## src/rtl/stumps_bist_ctrl.sv

```systemverilog
// stumps_bist_ctrl: sequencer for the STUMPS logic-BIST datapath.
// Steps SRSG, scan chains and MISR through LOAD / SHIFT / CAPTURE / FLUSH / DONE
// for a programmed number of patterns. Every output is a registered Moore output.
// Optional feature macro: STUMPS_BIST_PAUSE_EN adds a 'pause' input that freezes
// SHIFT and FLUSH and gates srsg_en/scan_en/misr_en while it is sampled high.
// Handshake: start is a level sampled only in IDLE; abort is a synchronous
// level that wins over start and pause in every state; done is a one-cycle pulse.
module stumps_bist_ctrl #(
   parameter int SRSG_SIZE = 32,
   parameter int CHAIN_LEN = 16,
   parameter int PAT_CNT_W = 16
) (
   input  logic                 clk,
   input  logic                 internalRst,
   input  logic                 start,
   input  logic                 abort,
`ifdef STUMPS_BIST_PAUSE_EN
   input  logic                 pause,
`endif
   input  logic [PAT_CNT_W-1:0] pat_count,
   input  logic [SRSG_SIZE-1:0] poly_in,
   input  logic [SRSG_SIZE-1:0] seed_in,
   output logic [SRSG_SIZE-1:0] srsg_poly,
   output logic [SRSG_SIZE-1:0] srsg_seed,
   output logic                 srsg_en,
   output logic                 scan_en,
   output logic                 capture,
   output logic                 misr_en,
   output logic                 busy,
   output logic                 done,
   output logic [PAT_CNT_W-1:0] pat_idx
);

   localparam int CW = $clog2(CHAIN_LEN + 1);
   localparam logic [CW-1:0] LAST_SHIFT = CW'(CHAIN_LEN - 1);

   typedef enum logic [2:0] {
      IDLE    = 3'd0,
      LOAD    = 3'd1,
      SHIFT   = 3'd2,
      CAPTURE = 3'd3,
      FLUSH   = 3'd4,
      DONE    = 3'd5
   } state_t;

   state_t                 state_q, state_d;
   logic [CW-1:0]          cnt_q, cnt_d;
   logic [PAT_CNT_W-1:0]   total_q, total_d;
   logic [PAT_CNT_W-1:0]   pat_idx_d;
   logic [SRSG_SIZE-1:0]   poly_d, seed_d;
   logic                   hold;
   logic                   run_d;
   logic                   srsg_en_d, scan_en_d, capture_d, misr_en_d, busy_d, done_d;

   // A sampled pause suspends the next SHIFT/FLUSH cycle; it never stretches other states.
`ifdef STUMPS_BIST_PAUSE_EN
   assign hold = pause;
`else
   assign hold = 1'b0;
`endif

   // Next-state, counter and latch logic. In SHIFT/FLUSH the registered scan_en
   // marks the current cycle as a real shift, so paused cycles do not advance cnt.
   always_comb begin
      state_d   = state_q;
      cnt_d     = cnt_q;
      total_d   = total_q;
      pat_idx_d = pat_idx;
      poly_d    = srsg_poly;
      seed_d    = srsg_seed;
      if (abort) begin
         state_d = IDLE;
      end else begin
         case (state_q)
            IDLE: begin
               if (start) begin
                  total_d   = pat_count;
                  poly_d    = poly_in;
                  seed_d    = seed_in;
                  pat_idx_d = '0;
                  cnt_d     = '0;
                  state_d   = (pat_count == '0) ? DONE : LOAD;
               end
            end
            LOAD: begin
               cnt_d   = '0;
               state_d = SHIFT;
            end
            SHIFT: begin
               if (scan_en) begin
                  if (cnt_q == LAST_SHIFT) begin
                     cnt_d   = '0;
                     state_d = CAPTURE;
                  end else begin
                     cnt_d = cnt_q + CW'(1);
                  end
               end
            end
            CAPTURE: begin
               // pat_idx < total here, so the increment cannot wrap.
               pat_idx_d = pat_idx + PAT_CNT_W'(1);
               cnt_d     = '0;
               state_d   = (pat_idx_d == total_q) ? FLUSH : SHIFT;
            end
            FLUSH: begin
               if (scan_en) begin
                  if (cnt_q == LAST_SHIFT) begin
                     cnt_d   = '0;
                     state_d = DONE;
                  end else begin
                     cnt_d = cnt_q + CW'(1);
                  end
               end
            end
            DONE: begin
               state_d = IDLE;
            end
            default: begin
               state_d = IDLE;
            end
         endcase
      end
   end

   // Output decode from the next state, registered below so outputs are pure Moore.
   always_comb begin
      run_d     = ((state_d == SHIFT) || (state_d == FLUSH)) && !hold;
      srsg_en_d = run_d && (state_d == SHIFT);
      scan_en_d = run_d;
      misr_en_d = run_d && ((state_d == FLUSH) || (pat_idx_d != '0));
      capture_d = (state_d == CAPTURE);
      busy_d    = (state_d != IDLE);
      done_d    = (state_d == DONE);
   end

   // State, counters, latched run configuration and output registers.
   always_ff @(posedge clk or posedge internalRst) begin
      if (internalRst) begin
         state_q   <= IDLE;
         cnt_q     <= '0;
         total_q   <= '0;
         pat_idx   <= '0;
         srsg_poly <= '0;
         srsg_seed <= '0;
         srsg_en   <= 1'b0;
         scan_en   <= 1'b0;
         capture   <= 1'b0;
         misr_en   <= 1'b0;
         busy      <= 1'b0;
         done      <= 1'b0;
      end else begin
         state_q   <= state_d;
         cnt_q     <= cnt_d;
         total_q   <= total_d;
         pat_idx   <= pat_idx_d;
         srsg_poly <= poly_d;
         srsg_seed <= seed_d;
         srsg_en   <= srsg_en_d;
         scan_en   <= scan_en_d;
         capture   <= capture_d;
         misr_en   <= misr_en_d;
         busy      <= busy_d;
         done      <= done_d;
      end
   end

endmodule

```

## config.mk

```make
export PLATFORM = sky130hd
export DESIGN_NAME = stumps_bist_ctrl
export DESIGN_NICKNAME = d
export VERILOG_FILES = /design/src/rtl/stumps_bist_ctrl.sv
export SDC_FILE = /design/constraint.sdc
export NUM_CORES = 1
export LEC_CHECK = 0
export CELL_PAD_IN_SITES_DETAIL_PLACEMENT = 1
export CELL_PAD_IN_SITES_GLOBAL_PLACEMENT = 1
export CORE_ASPECT_RATIO = 1.2
export CORE_MARGIN = 8
export CORE_UTILIZATION = 33
export CTS_BUF_LIST = sky130_fd_sc_hd__clkbuf_4 sky130_fd_sc_hd__clkbuf_8
export CTS_CLUSTER_DIAMETER = 80
export DETAILED_ROUTE_END_ITERATION = 10
export GPL_TIMING_DRIVEN = 0
export HOLD_SLACK_MARGIN = 0.05
export PLACE_DENSITY = 0.76
export SYNTH_ARGS = -nofsm -noshare
export SYNTH_HDL_FRONTEND = slang
export SYNTH_SLANG_ARGS = --single-unit
```

## constraint.sdc

```tcl
create_clock -name clk -period 3.8 [get_ports clk]
set_input_delay 0.76 -clock clk [delete_from_list [all_inputs] [get_ports clk]]
set_output_delay 0.76 -clock clk [all_outputs]
set_load 0.01 [all_outputs]
```

==> impl_metrics.toml, run 1 <==
[synth]
synthSimpleGateAreaFrac_pct = 12.27
synth_xor_area_share_pct = 3.601
syn_inst = 428
syn_nets = 514
ys_warn_count = 0
synth_top_family_by_area = "multiplexers"
synth_top_area_cell = "dfrtp_1"
mappedNetlistArea_um2 = 5107
yosys.area.top_type_share_pct = 53.90
ys.flop_type = "dfrtp_1"
synthAdderAreaFrac_pct = 0.4900
synth-compound-area-share_pct = 8.966
synth_edf_count = 0
synthDistinctLibCells = 59
ys_seq_elements = 110
muxShareOfSynthArea_pct = 17.83
synth_seq_area_share_pct = 53.90
synth.area.top_cells = "dfrtp_1 (54%), mux2_2 (18%), xnor2_1 (2.7%)"
avgSynthCellArea_um2 = 11.93
async_reset_ff_share_pct = 100.0

[drt]
drcViolationCount = 0
routed_via_density = 5.049
first_pass_iters = 4
wl_per_cell_um = 19.68
vias = 4145
route.antenna.remaining_nets = 0
drtIter0Drc = 149
wirelength_um = 16160

[clocking]
htreeDepth = 3
path_clk_slew_ps = 110
clock_sinks = 110
root_buffer = "clkbuf_8"
cts_buffer_depth = 2
clk_latency_ps = 370
post_cts_buffers = 0
cts.repair.resized = 0
tritoncts = "done"
cts_buffers = 9
ctsHoldBuffers = 0

[timing]
setup_viol = 0
finClkSkew_ps = 12.47
fin_crit_ps = 3235
rsz0062_at_grt = "false"
worst_slew_pin_slew_ps = 882.2
fin_crit_sh_pct = 85.13
finalSetupTns_ps = 0
max_freq_ghz = 0.3091
hold_violations = 0
slew_headroom_pct = 40.42
holdWs_ps = 510.1
slew_violations = 0

[finish]
most-common-layout-cells = "clkdlybuf4s50_1 (168), dfrtp_1 (110), mux2_2 (80), nor2_1 (20), nand2_1 (19)"
layout_commonest_cell = "clkdlybuf4s50_1"
syn2layout_area_growth_pct = 42.58
antenna_cells = 0
nNetsFinal = 694
ff_latch_area_um2 = 2753
fin_util_pct = 47.32
fillCellCount = 1716
drive_gt1_share_pct = 18.92
final_cells = 821
multiInputGateArea_um2 = 2205

[floorplan]
die_w_um = 129.6
io_pins = 170
core-area_um2 = 15390
rows = 50
initial_core_util_pct = 33.19
die_h_um = 152.3
fp.dieArea_um2 = 19730

[placed_design]
hpwlAfterDp_um = 12760
placed_cells = 805
portBuffers = 168
place_congestion = 0.8938

[hold_path]
hold_path_end = "srsg_seed[11]$_DFFE_PP0P_"
hp-class = "reg -> reg"
min_path_cells = 1
min_from = "srsg_seed[11]$_DFFE_PP0P_"

[pwr]
power_density_nw_per_um2 = 421.8
intPower_mw = 2.198
p_leak_nw = 3.015
power_frac_seq_pct = 48.3
power_frac_clock_pct = 23.3
switching_share_pct = 28.42
vdd_drop_max_mv = 0.2046
p_switching_mw = 0.8728
comb_power_share_pct = 28.4
total_power_mw = 3.071

[global_route]
antenna_found_initial = 0
grt_pass1_vias = 4741
grt_usage_pct = 16.86
grt_max_degree = 67
gr-total-overflow = 0
grt_pass1_wl_um = 26030

[critical_path]
worstSetupStartpointType = "input port"
r2r_cells = 8
criticalPathCategory = "in -> reg"
cp_max_fo = 10
r2r_end = "misr_en$_DFF_PP0_"
rrSetupSlack_ps = 860
required_ps = 4070
r2r-start = "state_q[0]$_DFF_PP0_"
arrival_ps = 3510
crit_path_end_kind = "flop"

[outcome]
outcome = "finished clean"

[job]
maxCapViolCount = 0
-- layer usage --
metal | global-route usage (%) | wire (um) | vias to the layer above
met5 | 0 | 0 | -
met4 | 6.929 | 533 | 0
met3 | 6.688 | 1410 | 26
met2 | 29.47 | 8425 | 142
met1 | 17.40 | 5786 | 2071
li1 | - | - | 1906
-- worst max-delay path, stage by stage --
cell             delay, ps
clkdlybuf4s50_1        650
or3b_1                 400
a211o_1                380
buf_6                  180
a221oi_2               300
o2111ai_1              210
nor3_2                 230
nand4_1                130
o31a_1                 260
-- cells in the mapped netlist, drive strengths merged, types with 3 or more instances --
cell type    n
nand4        6
clkbuf      16
nor3        10
inv          9
a31oi        5
mux2        80
or3          3
nor4         6
o21ai       19
and4         6
nand2       19
xor2         5
and2         3
nor2        20
buf         10
and3         4
xnor2       16
a21oi       18
dfrtp      110
nand2b       3
nand3       12
nor2b        3
-- worst max-delay path by stage --
stage	from	endpoint	slack, ps	cells after the start
after floorplan	internalRst	busy$_DFF_PP0_	140	1
after global placement	internalRst	total_q[2]$_DFFE_PP0P_	-1520	2
after detailed placement	start	misr_en$_DFF_PP0_	150	9
after CTS	start	misr_en$_DFF_PP0_	560	9
after global routing	start	misr_en$_DFF_PP0_	410	9
final	start	misr_en$_DFF_PP0_	570	9
-- power groups by stage --
stage               Sequential (mW)  Combinational (mW)  Clock [mW]
CTS                            1.49               0.891       0.749
global placement               1.49               0.854           0
floorplan                      1.56               0.300           0
global route                   1.51               0.939       0.783
detailed placement             1.51               0.884           0
finish                         1.48               0.873       0.714
-- stage by stage --
stage / worst slack, ps / instance area, um2
floorplan: 137.7 / 5107
finish: 565.2 / 7282
global placement: -1518 / 7049
global route: 410.5 / 7282
CTS: 557.7 / 7282
detailed placement: 147.6 / 7079
-- sequential cells by signal, summed over array words and instances, names as in the netlist --
name       flops
capture        1
srsg_poly     32
cnt_q          5
misr_en        1
scan_en        1
srsg_en        1
done           1
state_q        3
busy           1
total_q       16
pat_idx       16
srsg_seed     32
-- cell type report --
type                            instances  area share, %
Buffer                                 26          1.598
Timing Repair Buffer                  169          23.47
Multi-Input combinational cell        283          30.27
Clock inverter                          4         0.5155
Tap cell                              208          3.574
Sequential cell                       110          37.80
Clock buffer                           12          2.268
Inverter                                9         0.4983
-- logic make-up (layout without fill, tap and decap cells) --
| logic type | Yosys count | in the layout |
|---|---|---|
| multiplexers | 81 | 81 |
| XOR/XNOR | 21 | 21 |
| buffers and inverters | 35 | 220 |
| flip-flops | 110 | 110 |
| AO/OA/AOI/OAI | 70 | 70 |
| adder cells (fa/ha/maj) | 2 | 2 |
| AND/OR/NAND/NOR | 109 | 109 |
Power figures use the tool's default switching activity.
==> inputs of run 2 (changes only) <==
CAP_MARGIN = 20   (was default)
GPL_TIMING_DRIVEN = default   (was 0)
RECOVER_POWER = 50   (was default)
==> impl_metrics.toml, run 2 (synthesis results as in run 1) <==
[finish]
antenna_cells = 0
syn2layout_area_growth_pct = 42.60
drive_gt1_share_pct = 18.72
top_regs = "srsg_poly x32, srsg_seed x32"
most-common-layout-cells = "clkdlybuf4s50_1 (132), dfrtp_1 (110), mux2_2 (80), dlygate4sd3_1 (37), nor2_1 (20)"
layout_commonest_cell = "clkdlybuf4s50_1"
nNetsFinal = 674
fillCellCount = 1695
fin_util_pct = 47.33

[floorplan]
core-area_um2 = 15390
die_w_um = 129.6
io_pins = 170
die_h_um = 152.3
fp.dieArea_um2 = 19730
rows = 50
initial_core_util_pct = 33.19

[critical_path]
path_cells = "dlygate4sd3_1 -> nor4bb_1 -> clkbuf_1 -> a211oi_1 -> or3_1 -> nor3_2 -> nand4_1 -> o31a_1"
arrival_ps = 3370
cpPeakStageDelay_ps = 660
cpMaxStageDelayCell = "dlygate4sd3_1"
required_ps = 4090
crit_path_end_kind = "flop"
worstSetupStartpointType = "input port"
cp_max_fo = 12
critical_path_buf_inv_count = 2
criticalPathCategory = "in -> reg"
path_delay_family = "buffers and inverters"

[clocking]
ctsHoldBuffers = 0
tritoncts = "done"
path_clk_slew_ps = 110
cts_buffers = 9
cts.repair.resized = 0
clock_sinks = 110
post_cts_buffers = 0
cts_buffer_depth = 2
htreeDepth = 3
clk_latency_ps = 390
root_buffer = "clkbuf_8"

[placed_design]
place_congestion = 0.8700
portBuffers = 169
hpwlAfterDp_um = 12370

[global_route]
gr-total-overflow = 0
grt_pass1_vias = 4695
grt_max_degree = 68
grt_usage_pct = 17.09
grt_pass1_wl_um = 26120
antenna_found_initial = 0

[timing]
fin_crit_sh_pct = 81.05
worst_slew_pin_slew_ps = 2096
slew_headroom_pct = -40.49
rsz0062_at_grt = "false"
fin_crit_ps = 3080
max_freq_ghz = 0.3247
slew_violations = 44
hold_violations = 0
finClkSkew_ps = 10.85
setup_viol = 0
finalSetupTns_ps = 0

[pwr]
power_density_nw_per_um2 = 443.1
p_leak_nw = 3.016
vdd_drop_max_mv = 0.2585

[job]
maxCapViolCount = 1

[drt]
vias = 4109
first_pass_iters = 4
drtIter0Drc = 203
wirelength_um = 16140
wl_per_cell_um = 20.15
drcViolationCount = 0
routed_via_density = 5.130
route.antenna.remaining_nets = 0

[hold_path]
hp-class = "reg -> reg"

[outcome]
violations = "max-capacitance violations, max-slew violations"
outcome = "finished, violations left"
run 2: path summary, 6_finish.rpt:
path                                           from                         to  slack (ps)  cells past startpoint
min in group asynchronous               internalRst  srsg_poly[30]$_DFFE_PP0P_        1360                      2
max                                           abort          misr_en$_DFF_PP0_         720                      8
max reg2reg                    pat_idx[1]$_DFF_PP0_          misr_en$_DFF_PP0_         980                      8
max in group asynchronous               internalRst  srsg_seed[12]$_DFFE_PP0P_        1350                      3
min                        srsg_poly[5]$_DFFE_PP0P_   srsg_poly[5]$_DFFE_PP0P_         510                      1
min reg2reg                srsg_poly[5]$_DFFE_PP0P_   srsg_poly[5]$_DFFE_PP0P_         510                      1
run 2: layout make-up:
type	count	area (um2)	share of cell area, %
Clock inverter	4	101.3	1.392
Inverter	9	35.03	0.4810
Tap cell	208	260.3	3.573
Sequential cell	110	2753	37.79
Multi-Input combinational cell	283	2217	30.44
Clock buffer	12	158.9	2.182
Timing Repair Buffer	175	1758	24.14
run 2: per-layer routing:
layer	up-vias	GRT usage, %	share of wire, %	wire [um]
met5	-	0	0	0
met4	0	8.149	3.3	527
met3	30	6.968	8.8	1420
met2	143	29.79	52	8452
met1	2057	17.15	36	5741
li1	1879	-	-	-
run 2: per-stage QoR:
stage	cell area [um2]	setup WS [ps]	hold WS, ps	std cells	total power [mW]
after detailed placement	7028	419.3	493.3	785	2.385
after global routing	7283	552.3	530.8	801	3.392
after floorplan	5107	137.7	476.1	428	1.857
after CTS	7288	860.2	518.8	801	3.310
final	7283	720.0	509.4	801	3.227
after global placement	7028	433.7	486.6	785	2.346
run 2: report_power, final:
group | switching, mW | internal, mW
Sequential | 0.116 | 1.36
Clock | 0.426 | 0.487
Combinational | 0.330 | 0.505
==> inputs of run 3 (changes only) <==
CORE_UTILIZATION = 35   (was 33)
PLACE_DENSITY = 0.77   (was 0.76)
clock period = 3.2 ns   (was 3.8 ns; I/O delays follow)
==> impl_metrics.toml, run 3 (synthesis results as in run 1) <==
[drt]
wirelength_um = 17070
route.antenna.remaining_nets = 0
wl_per_cell_um = 22.00
drtIter0Drc = 143
vias = 4170
routed_via_density = 5.374
first_pass_iters = 4
drcViolationCount = 0

[timing]
setup_viol = 0
worst_slew_pin_slew_ps = 1245
finClkSkew_ps = 9.057
fin_crit_ps = 2926
fin_crit_sh_pct = 91.42
hold_violations = 0
slew_violations = 0
finalSetupTns_ps = 0
slew_headroom_pct = 16.53
rsz0062_at_grt = "false"
max_freq_ghz = 0.3418

[finish]
nNetsFinal = 682
top_regs = "srsg_poly x32, srsg_seed x32"
antenna_cells = 0
layout_commonest_cell = "clkdlybuf4s50_1"
fillCellCount = 1518
stdcell_area_um2 = 7236
most-common-layout-cells = "clkdlybuf4s50_1 (131), dfrtp_1 (110), mux2_2 (80), dlygate4sd3_1 (38), nor2_1 (20)"
syn2layout_area_growth_pct = 41.67
drive_gt1_share_pct = 19.63

[critical_path]
required_ps = 3480
critical_path_buf_inv_count = 2
cp_max_fo = 6
path_cells = "clkdlybuf4s50_1 -> or3b_1 -> a211o_1 -> buf_4 -> a221oi_2 -> o2111ai_1 -> nor3_2 -> nand4_1 -> o31a_1"
r2r_cells = 8
crit_path_end_kind = "flop"
r2r-start = "pat_idx[1]$_DFF_PP0_"
cp-startpoint = "start"
path_delay_family = "compound AO/OA/AOI/OAI gates"
cpPeakStageDelay_ps = 540
cp.depth = 9
worstSetupStartpointType = "input port"
criticalPathCategory = "in -> reg"
cpMaxStageDelayCell = "clkdlybuf4s50_1"
arrival_ps = 3210

[floorplan]
initial_core_util_pct = 35.58
core-area_um2 = 14350
rows = 48
die_w_um = 126.3
io_pins = 170
die_h_um = 148.3
fp.dieArea_um2 = 18730

[global_route]
grt_usage_pct = 18.71
gr-total-overflow = 0
grt_pass1_vias = 4850
antenna_found_initial = 0
grt_max_degree = 81
grt_pass1_wl_um = 27050

[placed_design]
portBuffers = 169
place_congestion = 0.8768
hpwlAfterDp_um = 13300
post_dp_cell_area_um2 = 7061

[clocking]
root_buffer = "clkbuf_8"
post_cts_buffers = 0
clock_sinks = 110
cts_buffers = 9
htreeDepth = 3
cts.repair.resized = 0
path_clk_slew_ps = 110
clk_latency_ps = 390
tritoncts = "done"
cts_buffer_depth = 2
ctsHoldBuffers = 0

[pwr]
vdd_drop_max_mv = 0.2572
p_leak_nw = 3.022
total_power_mw = 3.686
power_density_nw_per_um2 = 509.4

[hold_path]
min_path_cells = 1
min_from = "srsg_seed[25]$_DFFE_PP0P_"
hp-class = "reg -> reg"

[outcome]
outcome = "finished clean"

[job]
maxCapViolCount = 0
## run 3: where the power goes
part / leakage (nW) / internal (mW) / switching (mW)
clock network: 0.106 / 0.383 / 0.534
registers: 1.36 / 1.62 / 0.140
logic: 1.56 / 0.601 / 0.410
## run 3: metrics by stage
stage	instances	hold slack [ps]	worst slack, ps	util (%)
global placement	760	486.4	-41.33	49.19
CTS	776	521.1	283.3	50.69
finish	776	513.2	274.4	50.41
global route	776	536.9	125.3	50.41
floorplan	428	476.1	738.1	-
detailed placement	760	493.9	-141.1	49.19
## run 3: worst paths after layout
path	end	slack, ps
max in group asynchronous	srsg_seed[18]$_DFFE_PP0P_	620
max	misr_en$_DFF_PP0_	270
min reg2reg	srsg_seed[25]$_DFFE_PP0P_	510
min in group asynchronous	srsg_poly[3]$_DFFE_PP0P_	940
max reg2reg	misr_en$_DFF_PP0_	370
min	srsg_seed[25]$_DFFE_PP0P_	510
## run 3: per-layer routing
layer	global-route usage (%)	share of wire [%]
met1	18.60	36
met2	31.84	50
met3	9.133	11
met4	9.765	3.4
met5	0	0
## run 3: final cells by class
class,count,area [um2],share of cell area [%]
clock buffers,9,123.9,1.712
clock inverters,7,91.34,1.262
inverters,9,35.03,0.4842
multi-input cells,283,2217,30.64
flip-flops and latches,110,2753,38.04
well taps,175,219.0,3.026
repair buffers,183,1797,24.83
